## src/rtl/fitness_pkg.sv

```systemverilog
// Shared constants and FSM state type for the evolvable-grid fitness evaluator.
package fitness_pkg;

   localparam int NUM_INPUTS  = 4;
   localparam int NUM_VECTORS = 16;
   localparam int FIT_W       = 5;
   localparam int SETTLE_W    = 4;

   typedef enum logic [1:0] {
      ST_IDLE  = 2'd0,
      ST_APPLY = 2'd1,
      ST_DONE  = 2'd2
   } state_t;

endpackage

```

## src/rtl/settle_timer.sv

```systemverilog
// Loadable down-counter that flags the last cycle of a SETTLE_CYCLES-long hold window.
module settle_timer
   import fitness_pkg::*;
#(
   parameter int SETTLE_CYCLES = 4
) (
   input  logic clk,
   input  logic rst_n,
   input  logic load,
   input  logic en,
   output logic last
);

   // Loading SETTLE_CYCLES-1 makes the zero count land on the final hold cycle.
   localparam logic [SETTLE_W-1:0] RELOAD = SETTLE_W'(SETTLE_CYCLES - 1);

   logic [SETTLE_W-1:0] count;

   always_ff @(posedge clk or negedge rst_n) begin
      if (!rst_n) begin
         count <= '0;
      end else if (load) begin
         count <= RELOAD;
      end else if (en && (count != '0)) begin
         count <= count - 1'b1;
      end
   end

   assign last = (count == '0);

endmodule

```

## src/rtl/fitness_eval.sv

```systemverilog
// Sweeps all 16 input vectors through the grid and counts matches against a latched truth table.
// Optional output mismatch_mask is enabled by defining FITNESS_MISMATCH_MASK_EN.
module fitness_eval
   import fitness_pkg::*;
#(
   parameter int SETTLE_CYCLES = 4
) (
   input  logic                   clk,
   input  logic                   rst_n,
   input  logic                   start,
   input  logic [NUM_VECTORS-1:0] target,
   output logic [NUM_INPUTS-1:0]  circ_inp,
   input  logic                   circ_out,
   output logic                   busy,
   output logic                   done,
   output logic [FIT_W-1:0]       fitness
`ifdef FITNESS_MISMATCH_MASK_EN
   ,
   output logic [NUM_VECTORS-1:0] mismatch_mask
`endif
);

   state_t                 state;
   state_t                 state_nxt;
   logic [NUM_VECTORS-1:0] target_q;
   logic                   accept;
   logic                   last_hold;
   logic                   sample;
   logic                   final_vec;
   logic                   match;
   logic                   timer_load;

   // A new run may start from IDLE or directly out of DONE.
   assign accept     = start && ((state == ST_IDLE) || (state == ST_DONE));
   assign sample     = (state == ST_APPLY) && last_hold;
   assign final_vec  = (circ_inp == NUM_INPUTS'(NUM_VECTORS - 1));
   assign match      = (circ_out == target_q[circ_inp]);
   assign timer_load = accept || (sample && !final_vec);

   settle_timer #(
      .SETTLE_CYCLES(SETTLE_CYCLES)
   ) u_settle_timer (
      .clk  (clk),
      .rst_n(rst_n),
      .load (timer_load),
      .en   (busy),
      .last (last_hold)
   );

   always_ff @(posedge clk or negedge rst_n) begin
      if (!rst_n) begin
         state <= ST_IDLE;
      end else begin
         state <= state_nxt;
      end
   end

   always_comb begin
      state_nxt = state;
      case (state)
         ST_IDLE:  if (start) state_nxt = ST_APPLY;
         ST_APPLY: if (sample && final_vec) state_nxt = ST_DONE;
         ST_DONE:  state_nxt = start ? ST_APPLY : ST_IDLE;
         default:  state_nxt = ST_IDLE;
      endcase
   end

   always_comb begin
      busy = 1'b0;
      done = 1'b0;
      case (state)
         ST_APPLY: busy = 1'b1;
         ST_DONE:  done = 1'b1;
         default:  ;
      endcase
   end

   // Vector counter stops at 15 so a run never wraps into a second pass.
   always_ff @(posedge clk or negedge rst_n) begin
      if (!rst_n) begin
         target_q <= '0;
         fitness  <= '0;
         circ_inp <= '0;
      end else if (accept) begin
         target_q <= target;
         fitness  <= '0;
         circ_inp <= '0;
      end else if (sample) begin
         fitness <= fitness + FIT_W'(match);
         if (!final_vec) begin
            circ_inp <= circ_inp + 1'b1;
         end
      end
   end

`ifdef FITNESS_MISMATCH_MASK_EN
   always_ff @(posedge clk or negedge rst_n) begin
      if (!rst_n) begin
         mismatch_mask <= '0;
      end else if (accept) begin
         mismatch_mask <= '0;
      end else if (sample) begin
         mismatch_mask[circ_inp] <= !match;
      end
   end
`endif

endmodule

```

## config.mk

```make
export PLATFORM = sky130hd
export DESIGN_NAME = fitness_eval
export DESIGN_NICKNAME = d
export VERILOG_FILES = /design/src/rtl/fitness_pkg.sv /design/src/rtl/settle_timer.sv /design/src/rtl/fitness_eval.sv
export SDC_FILE = /design/constraint.sdc
export NUM_CORES = 1
export LEC_CHECK = 0
export ABC_AREA = 0
export CORE_MARGIN = 8
export CORE_UTILIZATION = 50
export CTS_CLUSTER_DIAMETER = 120
export DETAILED_ROUTE_END_ITERATION = 8
export PLACE_DENSITY = 0.84
export SETUP_SLACK_MARGIN = 0.3
export SKIP_LAST_GASP = 1
export SYNTH_ARGS = -nofsm -noshare
export SYNTH_HDL_FRONTEND = slang
export SYNTH_SLANG_ARGS = --single-unit
```

## constraint.sdc

```tcl
create_clock -name clk -period 3.7 [get_ports clk]
set_clock_uncertainty 0.2 [all_clocks]
set_input_delay 0.74 -clock clk [delete_from_list [all_inputs] [get_ports clk]]
set_output_delay 0.74 -clock clk [all_outputs]
set_load 0.02 [all_outputs]
```

==> flow_summary.yaml <==
run_status:
  outcome: "completed"
synthesis:
  synth_enable_flop_cells: 0
  synth_commonest_cells: "dfrtp_1 (31), mux2_2 (16), nand3_1 (9)"
  syn_area_um2: 1470
  synthArstFlopShare_pct: 100
  synth_top_cells_by_area: "dfrtp_1 (53%), mux2_2 (12%), mux4_1 (7.1%)"
  synth_top_area_cell: "dfrtp_1"
  synthDominantCellAreaShare_pct: 52.6
  synth.net_count: 140
  yosysWarningCount: 0
  unique_cell_type_count_in_the_yosys_netlist: 28
  synth_cells: 116
  yosys.cell_count.top_type: "dfrtp_1"
  synth_flop_cell: "dfrtp_1"
  ys_ff_latch: 31
  synthesis.area_per_instance_um2: 12.7
  seq_area_frac_synth_pct: 52.6
cells_and_area:
  design.final.nets: 175
  drive_gt1_share_pct: 19.9
  diodes: 0
  layout-area-overhead-vs-synth_pct: 26.7
  design_area_um2: 1870
power:
  clkPwrFrac_pct: 14.6
  internal_power_mw: 0.870
  power.net_switching_mw: 0.454
  power_per_cell_area_nw_per_um2: 709
  vdd_drop_max_mv: 0.529
  comb_power_share_pct: 40.5
  power_frac_seq_pct: 45.0
  leakage_power_summed_over_all_cells_nw: 0.815
  switching_share_pct: 34.3
critical_path:
  path_cells: "mux4_1 > mux4_2 > xnor2_1 > ha_1 > ha_1 > nand3_1 > or3_1 > a21oi_1"
  cp-end-kind: "flip-flop"
  critPathArrivalTime_ps: 3020
  critical-path-top-delay-family: "multiplexers"
  start_kind: "flip-flop"
  crit_path_max_fanout: 8
  timing_worst_setup_path_type: "flip-flop to flip-flop"
  timing.critical_path.slowest_stage_cell: "mux4_1"
  cp_common_cell: "ha_1"
  path_buf_inv: 0
  worst-endpoint-required_ps: 3750
  slowest_delay_ps: 590
flow_run:
  cap_viol_max_count: 0
min_path:
  worst_hold_path_type: "flip-flop to flip-flop"
floorplanning:
  die_height_um: 70.3
  fp.dieW_um: 70.3
  io-pin-count: 31
  die_area_um2: 4940
  initial_util_pct: 53.0
  floorplan.core_area_um2: 2780
  floorplan.rows: 19
timing:
  setup_viol_count_final: 0
  timing_worst_slew_pin_value_ps: 473
  maxSlewHeadroom_pct: 68.4
  timing_limited_maximum_frequency_mhz: 336
  fin_tns_setup_ps: 0
  rsz0062_at_grt: "false"
  fin_crit_ps: 2970
  finalHoldViolations: 0
  maxSlewViolCount: 0
  final_min_period_over_clock_period_pct: 80.3
route:
  routedWlPerCell_um: 16.5
  drt_first_iter_violations: 48
  vias: 1029
  final_routed_drc_violation_total: 0
  drtAntennaViolNets: 0
  detailed_route_wl_um: 3000
  firstDrtPassIters: 4
  vias_per_cell: 5.65
cts:
  cts_hold_buf: 0
  cts-root-to-sink-buffers: 2
  insertion_delay_ps: 320
  cts.htree.levels: 2
  ctsResizeCount: 0
  post-cts-setup-buffer-count: 0
  clk_transition_reported_paths_ps: 90
  tritoncts.num_buffers: 5
  cts_num_sinks: 31
  tritoncts_clock_tree: "built"
  clock_tree.root_cell: "clkbuf_4"
placed_design:
  gp_congestion: 0.755
  portBuffers: 30
  place.detailed.hpwl_um: 2290
  post_dp_cell_area_um2: 1810
grt:
  grt_start_max_net_pins: 32
  antenna_violations_before_repair: 0
  grt_remaining_overflow: 0
  number_of_global_route_vias_before_repair: 1092
  grt_pass1_wl_um: 5090
  globalRouteTotalUtil_pct: 12.8
==> cell families (layout without fill, tap and decap cells) <==
group | after synthesis | in the layout | share of synthesized area (%)
AND/OR/NAND/NOR | 36 | 36 | 12.3
flip-flops | 31 | 31 | 52.6
multiplexers | 22 | 22 | 21.6
AO/OA/AOI/OAI | 8 | 8 | 2.97
XOR/XNOR | 8 | 8 | 4.75
buffers and inverters | 7 | 42 | 2.38
adder cells (fa/ha/maj) | 4 | 4 | 3.40
==> power groups by stage <==
stage / combinational [mW] / clock (mW) / sequential [mW]
after floorplan: 0.386 / 0 / 0.569
after global placement: 0.513 / 0 / 0.579
after detailed placement: 0.541 / 0 / 0.599
after CTS: 0.544 / 0.198 / 0.592
after global routing: 0.591 / 0.215 / 0.612
final: 0.536 / 0.193 / 0.595
==> cell usage in the layout, fill, tap and decap left out <==
cell type	Yosys	final
dfrtp_1	31	31
nor2b_1	3	2
a21oi_1	4	4
mux4_2	1	1
mux2_2	16	16
and3_1	1	1
inv_1	2	2
o21ai_0	2	2
clkinv_2	0	1
o211ai_1	1	1
nor2b_2	0	1
clkdlybuf4s50_1	0	30
nor3_1	1	1
clkbuf_4	0	5
nand2b_1	1	1
mux2i_1	1	1
or3b_2	1	1
nand2_1	8	8
nor3b_2	1	1
ha_1	4	4
mux4_1	4	4
a31oi_1	1	1
nand4_1	1	1
clkbuf_8	0	1
xor2_1	6	6
or3_1	2	2
nor2_1	8	8
xnor2_1	2	2
nand3_1	9	9
buf_4	0	3
==> area by class of cell <==
cell class	count	area, µm²
Tap cell	31	38.8
Multi-Input combinational cell	78	666
Timing Repair Buffer	33	323
Sequential cell	31	776
Fill cell	222	915
Inverter	2	7.51
Clock inverter	1	5.00
Clock buffer	6	51.3
==> routing by layer <==
metal  vias to the layer above  wire length, µm  global-route usage, %
li1                        488                -                      -
met1                       498             1190                   12.7
met4                         0               87                   6.47
met3                        10              198                   6.50
met5                         -                0                      0
met2                        33             1520                   21.5
==> worst paths after layout <==
kind | start | endpoint | slack [ps] | depth (start not counted)
setup / recovery | circ_inp[0] | fitness[4] | 730 | 8
hold reg to reg | target_q[12] | target_q[12] | 320 | 1
setup reg to reg | circ_inp[0] | fitness[4] | 730 | 8
hold / removal | target_q[12] | target_q[12] | 320 | 1
min in group asynchronous | rst_n | u_settle_timer.count[1] | 600 | 2
max in group asynchronous | rst_n | target_q[12] | 2420 | 2
==> registers in the layout (all words and copies together), names as in the netlist <==
register	flops
circ_inp	4
fitness	5
state	2
target_q	16
u_settle_timer.count	4
==> through the flow <==
step                power (mW)  hold WS [ps]  util [%]  setup WS [ps]  cells
global route              1.42           347      67.1            525    182
floorplan                0.956           244         -            776    116
CTS                       1.33           313      67.1            701    182
detailed placement        1.14           293      65.1            720    175
finish                    1.32           315      67.1            728    182
global placement          1.09           290      65.1            826    175
Note: power is estimated with default switching activity, not from simulation.
